`src/rtl/seg_counter_display.sv`:
```
// seg_counter_display: prescaled up/down hex counter with load and wrap pulse,
// rendered as one 7-segment digit on seven 24-bit colour bars (a..g = bar_0..bar_6).
// Optional feature macro: SEG_BLINK_EN adds a blink input and a tick-driven blink phase.
// Handshake note: there is no valid/ready channel here; load is a single-cycle
// strobe that is always accepted on the clock edge where it is high.
module seg_counter_display #(
  parameter int          CLK_DIV   = 16,
  parameter int          MAX_VAL   = 15,
  parameter logic [23:0] ON_COLOR  = 24'hFF0000,
  parameter logic [23:0] OFF_COLOR = 24'h000000,
  parameter int          BLINK_DIV = 8
) (
  input  logic        clk,
  input  logic        rst,
  input  logic        en,
  input  logic        dir,
  input  logic        load,
  input  logic [3:0]  load_val,
`ifdef SEG_BLINK_EN
  input  logic        blink,
`endif
  output logic [3:0]  count,
  output logic        wrap,
  output logic [23:0] bar_0,
  output logic [23:0] bar_1,
  output logic [23:0] bar_2,
  output logic [23:0] bar_3,
  output logic [23:0] bar_4,
  output logic [23:0] bar_5,
  output logic [23:0] bar_6
);

  // Reject parameter sets the counter cannot represent.
  generate
    if (CLK_DIV < 1 || MAX_VAL < 1 || MAX_VAL > 15 || BLINK_DIV < 1) begin : g_bad_params
      $error("seg_counter_display: illegal CLK_DIV/MAX_VAL/BLINK_DIV");
    end
  endgenerate

  localparam int            PW         = (CLK_DIV > 1) ? $clog2(CLK_DIV) : 1;
  localparam logic [PW-1:0] PRESC_LAST = PW'(CLK_DIV - 1);
  localparam logic [3:0]    MAX4       = 4'(MAX_VAL);

  logic [PW-1:0] presc_q, presc_d;
  logic [3:0]    count_q, count_d;
  logic          wrap_q, wrap_d;
  logic [23:0]   bar_q [7];
  logic [23:0]   bar_d [7];
  logic [6:0]    seg;

  // Hex digit to segment pattern, bit order gfedcba.
  function automatic logic [6:0] seg_decode(input logic [3:0] v);
    case (v)
      4'h0: seg_decode = 7'h3F;
      4'h1: seg_decode = 7'h06;
      4'h2: seg_decode = 7'h5B;
      4'h3: seg_decode = 7'h4F;
      4'h4: seg_decode = 7'h66;
      4'h5: seg_decode = 7'h6D;
      4'h6: seg_decode = 7'h7D;
      4'h7: seg_decode = 7'h07;
      4'h8: seg_decode = 7'h7F;
      4'h9: seg_decode = 7'h6F;
      4'hA: seg_decode = 7'h77;
      4'hB: seg_decode = 7'h7C;
      4'hC: seg_decode = 7'h39;
      4'hD: seg_decode = 7'h5E;
      4'hE: seg_decode = 7'h79;
      default: seg_decode = 7'h71;
    endcase
  endfunction

  // Prescaler and counter next state; load overrides a coincident tick.
  always_comb begin
    presc_d = presc_q;
    count_d = count_q;
    wrap_d  = 1'b0;
    if (load) begin
      count_d = (load_val > MAX4) ? MAX4 : load_val;
      presc_d = '0;
    end else if (en) begin
      if (presc_q == PRESC_LAST) begin
        presc_d = '0;
        if (!dir) begin
          if (count_q == MAX4) begin
            count_d = 4'd0;
            wrap_d  = 1'b1;
          end else begin
            count_d = count_q + 4'd1;
          end
        end else begin
          if (count_q == 4'd0) begin
            count_d = MAX4;
            wrap_d  = 1'b1;
          end else begin
            count_d = count_q - 4'd1;
          end
        end
      end else begin
        presc_d = presc_q + 1'b1;
      end
    end
  end

  // Prescaler, counter and wrap registers.
  always_ff @(posedge clk or posedge rst) begin
    if (rst) begin
      presc_q <= '0;
      count_q <= 4'd0;
      wrap_q  <= 1'b0;
    end else begin
      presc_q <= presc_d;
      count_q <= count_d;
      wrap_q  <= wrap_d;
    end
  end

`ifdef SEG_BLINK_EN
  localparam int            BW         = (BLINK_DIV > 1) ? $clog2(BLINK_DIV) : 1;
  localparam logic [BW-1:0] BLINK_LAST = BW'(BLINK_DIV - 1);

  logic          tick;
  logic          phase_q, phase_d;
  logic [BW-1:0] bl_cnt_q, bl_cnt_d;

  // Blink phase flips every BLINK_DIV count steps; cleared while blink is off.
  always_comb begin
    tick     = !load && en && (presc_q == PRESC_LAST);
    phase_d  = phase_q;
    bl_cnt_d = bl_cnt_q;
    if (!blink) begin
      phase_d  = 1'b0;
      bl_cnt_d = '0;
    end else if (tick) begin
      if (bl_cnt_q == BLINK_LAST) begin
        bl_cnt_d = '0;
        phase_d  = !phase_q;
      end else begin
        bl_cnt_d = bl_cnt_q + 1'b1;
      end
    end
  end

  // Blink phase registers.
  always_ff @(posedge clk or posedge rst) begin
    if (rst) begin
      phase_q  <= 1'b0;
      bl_cnt_q <= '0;
    end else begin
      phase_q  <= phase_d;
      bl_cnt_q <= bl_cnt_d;
    end
  end
`endif

  // Segment colours for the current count, blanked during the blink off-phase.
  always_comb begin
    seg = seg_decode(count_q);
    for (int i = 0; i < 7; i++) begin
      bar_d[i] = seg[i] ? ON_COLOR : OFF_COLOR;
`ifdef SEG_BLINK_EN
      if (blink && phase_q) bar_d[i] = OFF_COLOR;
`endif
    end
  end

  // Bar registers: one clock behind count.
  always_ff @(posedge clk or posedge rst) begin
    if (rst) begin
      for (int i = 0; i < 7; i++) bar_q[i] <= OFF_COLOR;
    end else begin
      for (int i = 0; i < 7; i++) bar_q[i] <= bar_d[i];
    end
  end

  assign count = count_q;
  assign wrap  = wrap_q;
  assign bar_0 = bar_q[0];
  assign bar_1 = bar_q[1];
  assign bar_2 = bar_q[2];
  assign bar_3 = bar_q[3];
  assign bar_4 = bar_q[4];
  assign bar_5 = bar_q[5];
  assign bar_6 = bar_q[6];

endmodule

```
`config.mk`:
```
export PLATFORM = sky130hd
export DESIGN_NAME = seg_counter_display
export DESIGN_NICKNAME = d
export VERILOG_FILES = /design/src/rtl/seg_counter_display.sv
export SDC_FILE = /design/constraint.sdc
export NUM_CORES = 1
export LEC_CHECK = 0
export ABC_AREA = 1
export BUFFER_PORTS_ARGS = -buffer_cell sky130_fd_sc_hd__buf_4
export CAP_MARGIN = 0
export CORE_ASPECT_RATIO = 1.75
export CORE_UTILIZATION = 40
export DETAILED_ROUTE_END_ITERATION = 8
export GPL_ROUTABILITY_DRIVEN = 1
export PLACE_DENSITY = 0.86
export SLEW_MARGIN = 20
export SYNTH_ARGS = -nofsm -noshare
export SYNTH_HDL_FRONTEND = slang
export SYNTH_SLANG_ARGS = --single-unit
```
`constraint.sdc`:
```
create_clock -name clk -period 1.94 [get_ports clk]
set_clock_uncertainty 0.1 [all_clocks]
set_input_delay 0.194 -clock clk [delete_from_list [all_inputs] [get_ports clk]]
set_output_delay 0.194 -clock clk [all_outputs]
set_load 0.005 [all_outputs]
```
======== Word level (Yosys, flattened, before mapping) ========
Memory sizes are Yosys's and may differ from the RTL's.
Index checks and enable logic that the tools add are counted.
word-level totals
  memory bits (read-only) ................. 112
  bits in registers ....................... 177
  input bits .............................. 9
  memories kept ........................... 1
  output and inout port bits .............. 173
operators by class
  add/subtract/negate cells ............... 3
  eq/ne operators ......................... 2
  muxes and demuxes ....................... 23
  order comparisons ....................... 1
  reduce and logical (&&, ||, !) cells .... 4
memory list
  name             depth  width  rd ports  clocked after memory_dff  wr ports  line  text
  (no name shown)  16     7      1         0                         0         53    case (v)
operator list
  operator             number
  $mux 24              7
  $mux 4               10
  $add 4x1->4 const B  2
  $eq 4x4->1 const B   2
  $mux 1               6
  $gt 4x4->1 const B   1
  $logic_not 4->1      1
  $reduce_bool 2->1    2
  $sub 4x1->4 const B  1
  $reduce_and 2->1     1

======== Logic depth before layout (Yosys ltp) ========
Gate-level depths: netlist (run 1).
  word-level depth ........................ 6
  depth in mapped cells ................... 9
  mapped depth without buffers ............ 9

======== Least setup slack after synthesis (run 1) ========
Ideal clock, no wire load.
  path kind ............................... flip-flop to flip-flop
  start ................................... register count_q[1] (netlist: count[1])
  end ..................................... register count_q[2] (netlist: count[2])
  library setup time ...................... 130 ps
  arrival time ............................ 1426 ps
  stages on the path, launching flop included .. 8
  setup slack ............................. 283 ps
  path through ............................ dfrtp_1 -> inv_1 -> ha_1 -> ha_1 -> nor2_1 -> nand2_1 -> o211ai_1 -> nand3_1
on the way
  cells in the longest elaborated chain, start to end .. 6
ends and longest elaborated chain
  element                                    line    text
  start: declaration                         45      logic [3:0] count_q, count_d;
  start signal: assignment                   113     count_q <= count_d;
  $add 4x1->4, or another cell as far along  89      count_d = count_q + 4'd1;
  $mux 4 (on tied branches)                  85, 92
  $mux 4 *                                   84      if (!dir) begin
  $mux 4 *                                   82      if (presc_q == PRESC_LAST) begin
  $mux 4 *                                   81      end else if (en) begin
  $mux 4 *                                   78      if (load) begin
Every way passes the cells marked *; elsewhere a longest branch is shown, timed or not. The select of a mux whose other input is x is not followed.
A chain may end at the register's enable or synchronous reset.

======== Worst setup path after layout (run 1) ========
  start ................................... register count_q[2] (netlist: count[2])
  end ..................................... register count_q[3] (netlist: count[3])
The elaborated chain is that of the path after synthesis.

==> results.sh, run 1 <==
export IMPL_status="completed"
export IMPL_viasPerCell=3.70
export IMPL_tightest_slew_ns=0.590
export IMPL_ys_warn_count=0
export IMPL_start_util=0.418
export IMPL_startpoint_type="register"
export IMPL_rsz0062_at_grt="false"
export IMPL_cp_endpoint="count[3]$_DFFE_PP0P_"
export IMPL_crit_buf_inv=1
export IMPL_layout_drive_gt1_share=0.261
export IMPL_critPathMaxStageDelay_ns=0.67
export IMPL_synth_seq_area_share=0.181
export IMPL_grt_ovfl_total=0
export IMPL_slew_viol_final=0
export IMPL_period_needed_ns=1.58
export IMPL_die_area_sq_um=5860
export IMPL_wl_met1_microns=994
export IMPL_async_flop_share=1.00
export IMPL_fin_nets=328
export IMPL_antenna_found_initial=0
export IMPL_clk_pin_slew_worst_paths_ns=0.06
export IMPL_worstSetupPathType="reg2reg"
export IMPL_antenna_cells=0
export IMPL_grt_pass1_wl_microns=4610
export IMPL_drt_wl_total_microns=3260
export IMPL_netlist_area_sq_um=2220
export IMPL_slowest_stage="dfrtp_1"
export IMPL_r2r_start="count[2]$_DFFE_PP0P_"
export IMPL_max_slew_margin_rel=0.606
export IMPL_cpMostUsedCell="nand2_1"
export IMPL_clock_sinks=16
export IMPL_die_x_microns=58.3
export IMPL_setup_violations=0
export IMPL_cp_startpoint="count[2]$_DFFE_PP0P_"
export IMPL_yosysTopAreaCell="buf_4"
export IMPL_synth_most_common_cell="buf_4"
export IMPL_vias=1408
export IMPL_numCtsBuffers=3
export IMPL_htreeDepth=1
export IMPL_clock_latency_ns=0.25
export IMPL_synth_area_top_cells="buf_4 55%, dfrtp_1 18%, ha_1 5.6%"
export IMPL_synth_flop_cell="dfrtp_1"
export IMPL_placedInstanceArea_sq_um=2030
export IMPL_cp_num_cells=7
export IMPL_powerDensity_nw_per_um2=616
export IMPL_dr_first_iter_drc_count=18
export IMPL_critPathCaptureType="register"
export IMPL_syn_inst=284
export IMPL_grt_pass1_vias=1031
export IMPL_design_area_sq_um=2080
export IMPL_arrival_ns=1.63
export IMPL_synth_top_area_frac=0.549
export IMPL_cts_max_path_buffers=2
export IMPL_ant_nets=0
export IMPL_remaining_drc_errors=0
export IMPL_cp_cell_sequence="inv_1, a21oi_1, nand2_1, nand3_1, nand3_1, nand2_1, nand2_1"
export IMPL_die_h_microns=100
export IMPL_top_layer="met4"
export IMPL_dr_wl_met2_microns=1920
export IMPL_root_buffer="clkbuf_8"
export IMPL_hold_viol_final=0
export IMPL_reg2reg_slack_ns=0.36
export IMPL_peakVddDrop_uv=416
export IMPL_synth_cell_types=26
export IMPL_drt_pass1_iterations=4
export IMPL_synthTopCellsByCount="162 x buf_4, 31 x nand2_1, 16 x dfrtp_1"
export IMPL_fmax_mhz=631
export IMPL_rr_worst_depth=7
export IMPL_route_met3_wl_microns=272
export IMPL_core_area_sq_um=5300
export IMPL_cts_tree="built"
export IMPL_yosys_register_bits=16
export IMPL_crit_path_max_fanout=15
export IMPL_hp_class="in2reg"
export IMPL_crit_family="flip-flops"
export IMPL_max_cap_violations=0
export IMPL_post_cts_buffers=0
export IMPL_rows=35
export IMPL_ctsHoldBuffers=1
export IMPL_cts_resized=0
export IMPL_grt_max_degree=17
export IMPL_place_congestion=0.884
export IMPL_setup_tns_ns=0
export IMPL_syn_area_per_cell_sq_um=7.81
export IMPL_place_port_buffers=69
export IMPL_synth_edf_count=0
export IMPL_fin_total_pwr_mw=1.28
export IMPL_wl_per_cell_microns=8.56
export IMPL_r2r_end="count[3]$_DFFE_PP0P_"
export IMPL_area_growth_pct=-6.04
export IMPL_io_pins=182
export IMPL_required_ns=1.99
export IMPL_grtUsageTotal=0.100
export IMPL_leakagePower_nw=1.23
export IMPL_hpwl_microns=2820
export IMPL_period_share=0.817
-- power by group --
group | total, mW | switching, mW | internal [mW] | leakage [nW]
combinational | 0.585 | 0.261 | 0.324 | 1.01
sequential | 0.450 | 0.0781 | 0.372 | 0.195
clock | 0.249 | 0.111 | 0.138 | 0.0216
-- worst min path at each step --
stage | from | end | cells past startpoint | slack, ns
floorplan | rst | bar_0[22]$_DFF_PP0_ | 1 | 0.008
global placement | rst | presc_q[3]$_DFFE_PP0P_ | 2 | 0.21
detailed placement | rst | presc_q[0]$_DFFE_PP0P_ | 2 | 0.21
CTS | load_val[2] | count[2]$_DFFE_PP0P_ | 3 | 0.08
global route | load_val[2] | count[2]$_DFFE_PP0P_ | 3 | 0.11
finish | load_val[2] | count[2]$_DFFE_PP0P_ | 3 | 0.07
-- cells by family after synthesis --
logic type,after synthesis,share of synthesized area
AO/OA/AOI/OAI,19,0.0531
adder cells (fa/ha/maj),10,0.0564
other,1,0.00169
AND/OR/NAND/NOR,60,0.125
XOR/XNOR,2,0.00790
flip-flops,16,0.181
buffers and inverters,176,0.576
-- through the flow --
| step | worst slack, ns | util | std cells | hold slack [ns] |
|---|---|---|---|---|
| floorplan | 0.283 | - | 395 | 0.00774 |
| global placement | 0.427 | 0.383 | 377 | 0.213 |
| detailed placement | 0.404 | 0.383 | 377 | 0.214 |
| CTS | 0.391 | 0.393 | 381 | 0.0798 |
| global route | 0.200 | 0.393 | 381 | 0.105 |
| finish | 0.356 | 0.393 | 381 | 0.0733 |
-- worst reg2reg max path, cell delays in order, from the launching register on --
cell     delay [ns]
dfrtp_1        0.67
inv_1          0.16
a21oi_1        0.19
nand2_1        0.07
nand3_1        0.08
nand3_1        0.09
nand2_1        0.07
nand2_1        0.04
-- cell type report --
class	count	area [sq um]
well taps	74	92.6
flip-flops and latches	16	400
clock buffers	3	41.3
inverters	13	48.8
repair buffers	72	543
multi-input cells	203	957
fillers	535	3220
-- metal layers --
layer	GRT usage	vias to the layer above
met2	0.201	119
li1	-	661
met3	0.0103	8
met1	0.0957	620
met5	0	-
met4	0.0513	0
-- cells in the final DEF (no fill, tap or decap), drive strengths merged --
cell type    count
o311ai           1
inv             13
a22oi            1
dfrtp           16
nor2            13
nand3            9
nor3             1
or2              3
ha              10
o2111ai          1
conb           112
a21oi            5
dlygate4sd3      1
a32oi            1
o22ai            1
o211ai           3
xor2             2
buf             71
nand2           32
clkbuf           3
nand3b           1
nand4            1
o21ai            6
(Power assumes the default switching activity.)
==> inputs of run 2 (changes only) <==
ABC_AREA = 0   (was 1)
clock period = 1.54 ns   (was 1.94 ns; I/O delays follow)
==> run 2 against run 1 <==
The flow now finishes with violations (setup timing). Register-to-register slack lost 0.41 ns. Die area grew 1.2%. Maximum frequency shrank 0.43%. Critical path depth shrank 1. Combinational power grew 25%. Non-clock buffer count grew 10. Via count grew 6.0%. Power grew 26%. Largest power group unchanged.
==> results.sh, run 2 <==
export IMPL_status="finished, violations left"
export IMPL_failed_checks="setup timing"
export IMPL_syn_area_per_cell_sq_um=8.19
export IMPL_swShare=0.354
export IMPL_clk_pin_slew_worst_paths_ns=0.07
export IMPL_critPathCaptureType="register"
export IMPL_fmax_mhz=629
export IMPL_rr_worst_depth=6
export IMPL_cts_tree="built"
export IMPL_grt_ovfl_total=0
export IMPL_die_h_microns=101
export IMPL_clock_sinks=16
export IMPL_synth_top_area_frac=0.545
export IMPL_peakVddDrop_uv=638
export IMPL_root_buffer="clkbuf_8"
export IMPL_ant_nets=0
export IMPL_syn_inst=274
export IMPL_yosys_register_bits=16
export IMPL_viasPerCell=3.96
export IMPL_drt_wl_total_microns=4060
export IMPL_grtUsageTotal=0.113
export IMPL_synth_edf_count=0
export IMPL_cts_max_path_buffers=2
export IMPL_synth_seq_area_share=0.178
export IMPL_power_frac_clock=0.208
export IMPL_setup_ws_ns=-0.0509
export IMPL_grt_pass1_wl_microns=5240
export IMPL_period_needed_ns=1.59
export IMPL_clock_latency_ns=0.25
export IMPL_max_slew_margin_rel=0.658
export IMPL_rows=35
export IMPL_dp_cells=370
export IMPL_powerDensity_nw_per_um2=716
export IMPL_wl_per_cell_microns=10.8
export IMPL_stdcell_count=377
export IMPL_grt_pass1_vias=1146
export IMPL_core_area_sq_um=5340
export IMPL_fin_util=0.424
export IMPL_grt_max_degree=15
export IMPL_most_common_layout_cells="112 x conb_1, 81 x buf_4, 13 x a21oi_1, 13 x dfrtp_1, 10 x nor2_1"
export IMPL_worstSetupPathType="reg2reg"
export IMPL_synth_flop_cell="dfrtp_1"
export IMPL_max_cap_violations=0
export IMPL_antenna_cells=0
export IMPL_power_switching_mw=0.575
export IMPL_setup_violations=1
export IMPL_final_common_cell="conb_1"
export IMPL_rsz0062_at_grt="true"
export IMPL_drt_pass1_iterations=4
export IMPL_start_util=0.420
export IMPL_synth_area_top_cells="buf_4 55%, dfrtp_1 18%, ha_1 5.6%"
export IMPL_fillers=548
export IMPL_antenna_found_initial=0
export IMPL_async_flop_share=1.00
export IMPL_slew_viol_final=0
export IMPL_tightest_slew_ns=0.513
export IMPL_place_port_buffers=69
export IMPL_vias=1493
export IMPL_p_int_mw=1.05
export IMPL_numCtsBuffers=3
export IMPL_die_area_sq_um=5930
export IMPL_dr_first_iter_drc_count=25
export IMPL_ys_warn_count=0
export IMPL_yosysTopAreaCell="buf_4"
export IMPL_arrival_ns=1.67
export IMPL_required_ns=1.62
export IMPL_comb_power_share=0.450
export IMPL_place_congestion=0.812
export IMPL_synth_cell_types=39
export IMPL_crit_path_max_fanout=5
export IMPL_netlist_area_sq_um=2240
export IMPL_hp_class="in2reg"
export IMPL_synthTopCellsByCount="163 x buf_4, 16 x dfrtp_1, 13 x a21oi_1"
export IMPL_htreeDepth=1
export IMPL_hpwl_microns=3190
export IMPL_remaining_drc_errors=0
export IMPL_pwr_share_seq=0.342
export IMPL_io_pins=182
export IMPL_startpoint_type="register"
export IMPL_period_share=1.03
export IMPL_area_growth_pct=0.836
export IMPL_hold_depth=3
export IMPL_die_x_microns=58.6
export IMPL_hold_viol_final=0
export IMPL_fin_nets=323
export IMPL_layout_drive_gt1_share=0.347
export IMPL_leakagePower_nw=1.20
export IMPL_synth_most_common_cell="buf_4"
==> run 2: cell count changes after synthesis, moves of 4 or more <==
cell     delta
nor2b_1     +4
inv_1       -7
nand2_1    -24
nand3_1     -8
a21oi_1     +8
==> run 2: worst max-delay path: stages, from the launching register on <==
cell and delay (ns):
dfrtp_2 0.43, inv_4 0.11, ha_4 0.17, o21ba_4 0.16, o311ai_4 0.23, o311ai_2 0.15, a21oi_1 0.16
==> run 2: repair_timing <==
action | in CTS | in global routing
pin swaps | 2 | 0
setup buffers | 0 | 2
resized for setup | 4 | 14
hold buffers | 1 | 0
endpoints found under the setup margin | 2 | 5
hold endpoints to repair | 10 | 0
==> run 2: through the flow <==
step	setup WS (ns)	area, sq um	setup TNS (ns)	hold WS, ns	power, mW
detailed placement	-0.0612	2110	-0.0612	0.109	1.24
finish	-0.0509	2260	-0.0509	0.0113	1.62
floorplan	0.0104	2680	0	-0.0324	1.27
global route	-0.103	2260	-0.187	0.0500	1.73
global placement	-0.00738	2110	-0.00738	0.0980	1.22
CTS	0.0163	2180	0	0.0136	1.58
==> run 2: final cells by class <==
cell class	count	area, sq um	share of cell area
clock buffer	4	45.0	0.0199
inverter	6	27.5	0.0122
multi-input combinational	195	1080	0.475
sequential	16	404	0.179
tap	74	92.6	0.0409
timing repair buffer	82	618	0.273
==> run 2: power groups by stage <==
stage | Combinational, mW | Clock [mW] | Sequential [mW]
2_1_floorplan | 0.725 | 0 | 0.541
3_3_place_gp | 0.664 | 0 | 0.556
3_5_place_dp | 0.676 | 0 | 0.560
4_1_cts | 0.685 | 0.338 | 0.554
5_1_grt | 0.804 | 0.358 | 0.567
6_report | 0.730 | 0.337 | 0.554
==> run 2: worst paths after layout <==
check / from / end / slack (ns)
min reg2reg: presc_q[1]$_DFFE_PP0P_ / presc_q[1]$_DFFE_PP0P_ / 0.49
min: load_val[0] / count[0]$_DFFE_PP0P_ / 0.01
min in group asynchronous: rst / presc_q[0]$_DFFE_PP0P_ / 0.38
max reg2reg: count[0]$_DFFE_PP0P_ / count[3]$_DFFE_PP0P_ / -0.05
max: count[0]$_DFFE_PP0P_ / count[3]$_DFFE_PP0P_ / -0.05
max in group asynchronous: rst / bar_2[22]$_DFF_PP0_ / 0.50
==> run 2: metal layers <==
metal	up-vias	routed length (microns)	global-route usage
met1	690	1230	0.102
met4	0	102	0.0311
met3	14	316	0.0116
met5	-	0	0
met2	119	2410	0.247
li1	670	-	-
==> run 2: logic make-up (layout without fill, tap and decap cells) <==
kind of cell,count (synthesis),count (layout),synth area share
compound gates,37,37,0.108
xor+xnor,1,1,0.00390
fa+ha+maj,10,10,0.0557
buf+inv,174,92,0.569
flops,16,16,0.178
mux,2,2,0.00892
other cells,1,112,0.00167
simple gates,33,33,0.0747
==> inputs of run 3 (changes only) <==
CORE_MARGIN = 1   (was unset)
CORE_UTILIZATION = 35   (was 40)
PLACE_DENSITY = 0.77   (was 0.86)
==> run 3 against run 2 <==
Power increased by 0.36%. Setup slack better by 0.080 ns. Sequential share of layout area grew 0.23 points. The flow now finishes without violations. Via count down 2.3%. Clock power increased by 14%. Design area down 1.6%. Largest power group unchanged.
==> results.sh, run 3 (synthesis gave the netlist of run 2 again) <==
export IMPL_status="completed"
export IMPL_slowest_stage="dfrtp_2"
export IMPL_critPathMaxStageDelay_ns=0.44
export IMPL_grt_max_degree=17
export IMPL_hold_viol_final=0
export IMPL_slew_viol_final=0
export IMPL_fmax_mhz=662
export IMPL_whs_ns=0.0342
export IMPL_drt_wl_total_microns=3680
export IMPL_tightest_slew_ns=0.634
export IMPL_core_area_sq_um=6180
export IMPL_drt_pass1_iterations=4
export IMPL_root_buffer="clkbuf_8"
export IMPL_startpoint_type="register"
export IMPL_crit_path_max_fanout=4
export IMPL_remaining_drc_errors=0
export IMPL_antenna_cells=0
export IMPL_numCtsBuffers=3
export IMPL_die_x_microns=62.5
export IMPL_place_congestion=0.842
export IMPL_period_share=0.981
export IMPL_clock_latency_ns=0.25
export IMPL_leakagePower_nw=1.20
export IMPL_setup_violations=0
export IMPL_rsz0062_at_grt="true"
export IMPL_fillers=624
export IMPL_powerDensity_nw_per_um2=731
export IMPL_die_h_microns=108
export IMPL_cts_tree="built"
export IMPL_most_common_layout_cells="112 x conb_1, 82 x buf_4, 14 x dfrtp_1"
export IMPL_io_pins=182
export IMPL_start_util=0.363
export IMPL_grtUsageTotal=0.0984
export IMPL_clk_pin_slew_worst_paths_ns=0.07
export IMPL_grt_pass1_vias=1136
export IMPL_die_area_sq_um=6750
export IMPL_period_needed_ns=1.51
export IMPL_dp_cells=376
export IMPL_grt_pass1_wl_microns=5260
export IMPL_crit_buf_inv=1
export IMPL_viasPerCell=3.80
export IMPL_layout_drive_gt1_share=0.319
export IMPL_cts_max_path_buffers=2
export IMPL_area_growth_pct=-0.780
export IMPL_crit_family="compound AO/OA/AOI/OAI gates"
export IMPL_rows=38
export IMPL_ant_nets=0
export IMPL_grt_ovfl_total=0
export IMPL_wl_per_cell_microns=9.58
export IMPL_place_port_buffers=69
export IMPL_critPathCaptureType="register"
export IMPL_max_slew_margin_rel=0.577
export IMPL_required_ns=1.62
export IMPL_fin_nets=324
export IMPL_clock_sinks=16
export IMPL_arrival_ns=1.59
export IMPL_vias=1459
export IMPL_cp_cell_sequence="inv_4, ha_4, o21ba_4, o311ai_2, o311ai_1, a21oi_1"
export IMPL_hpwl_microns=3060
export IMPL_final_common_cell="conb_1"
export IMPL_hp_class="in2reg"
export IMPL_setup_tns_ns=0
export IMPL_antenna_found_initial=0
export IMPL_worstSetupPathType="reg2reg"
export IMPL_peakVddDrop_uv=554
export IMPL_stdcell_count=384
export IMPL_dr_first_iter_drc_count=27
export IMPL_htreeDepth=1
export IMPL_max_cap_violations=0
run 3: layout make-up:
class	count	area [sq um]	share of cell area
Inverter	6	27.5	0.0124
Timing Repair Buffer	83	626	0.281
Sequential cell	16	403	0.181
Clock buffer	4	55.1	0.0247
Tap cell	80	100	0.0449
Multi-Input combinational cell	195	1020	0.456
run 3: what timing repair did:
item / in CTS / in global routing
pin swaps: 0 / 2
hold endpoints to repair: 16 / 0
hold buffers: 1 / 0
gates cloned: 0 / 0
gates resized for setup: 2 / 4
endpoints found under the setup margin: 2 / 4
buffers inserted: 0 / 3
run 3: worst reg2reg max path: cells and delay by family (launching register included):
family,cells,cell delay [ns]
buffers and inverters,1,0.10
adder cells (fa/ha/maj),1,0.16
flip-flops,1,0.44
AO/OA/AOI/OAI,4,0.63
run 3: final timing paths:
check	startpoint	end	slack [ns]	cells past startpoint
hold reg to reg	presc_q[1]$_DFFE_PP0P_	presc_q[1]$_DFFE_PP0P_	0.50	2
max in group asynchronous	rst	count[0]$_DFFE_PP0P_	0.45	3
hold / removal	load_val[0]	count[0]$_DFFE_PP0P_	0.03	3
min in group asynchronous	rst	presc_q[0]$_DFFE_PP0P_	0.44	3
setup reg to reg	count[0]$_DFFE_PP0P_	count[3]$_DFFE_PP0P_	0.03	6
setup / recovery	count[0]$_DFFE_PP0P_	count[3]$_DFFE_PP0P_	0.03	6
run 3: metrics by stage:
stage	cell area (sq um)	setup slack [ns]	power [mW]	util
2_1_floorplan	2680	0.0104	1.27	-
3_3_place_gp	2120	0.0224	1.22	0.343
3_5_place_dp	2120	-0.0468	1.23	0.343
4_1_cts	2190	0.00804	1.62	0.355
5_1_grt	2230	-0.0271	1.73	0.360
6_report	2230	0.0288	1.63	0.360
run 3: routing by layer:
metal / up-vias / track usage / routed length (microns)
met5: - / 0 / 0
met4: 0 / 0.0299 / 34
met3: 4 / 0.0148 / 263
met2: 101 / 0.222 / 2230
met1: 683 / 0.0814 / 1150
li1: 671 / - / -
run 3: report_power, final:
group	total, mW	internal (mW)	switching, mW
sequential	0.552	0.461	0.0907
clock	0.383	0.227	0.155
combinational	0.693	0.388	0.305
total	1.63	1.08	0.551
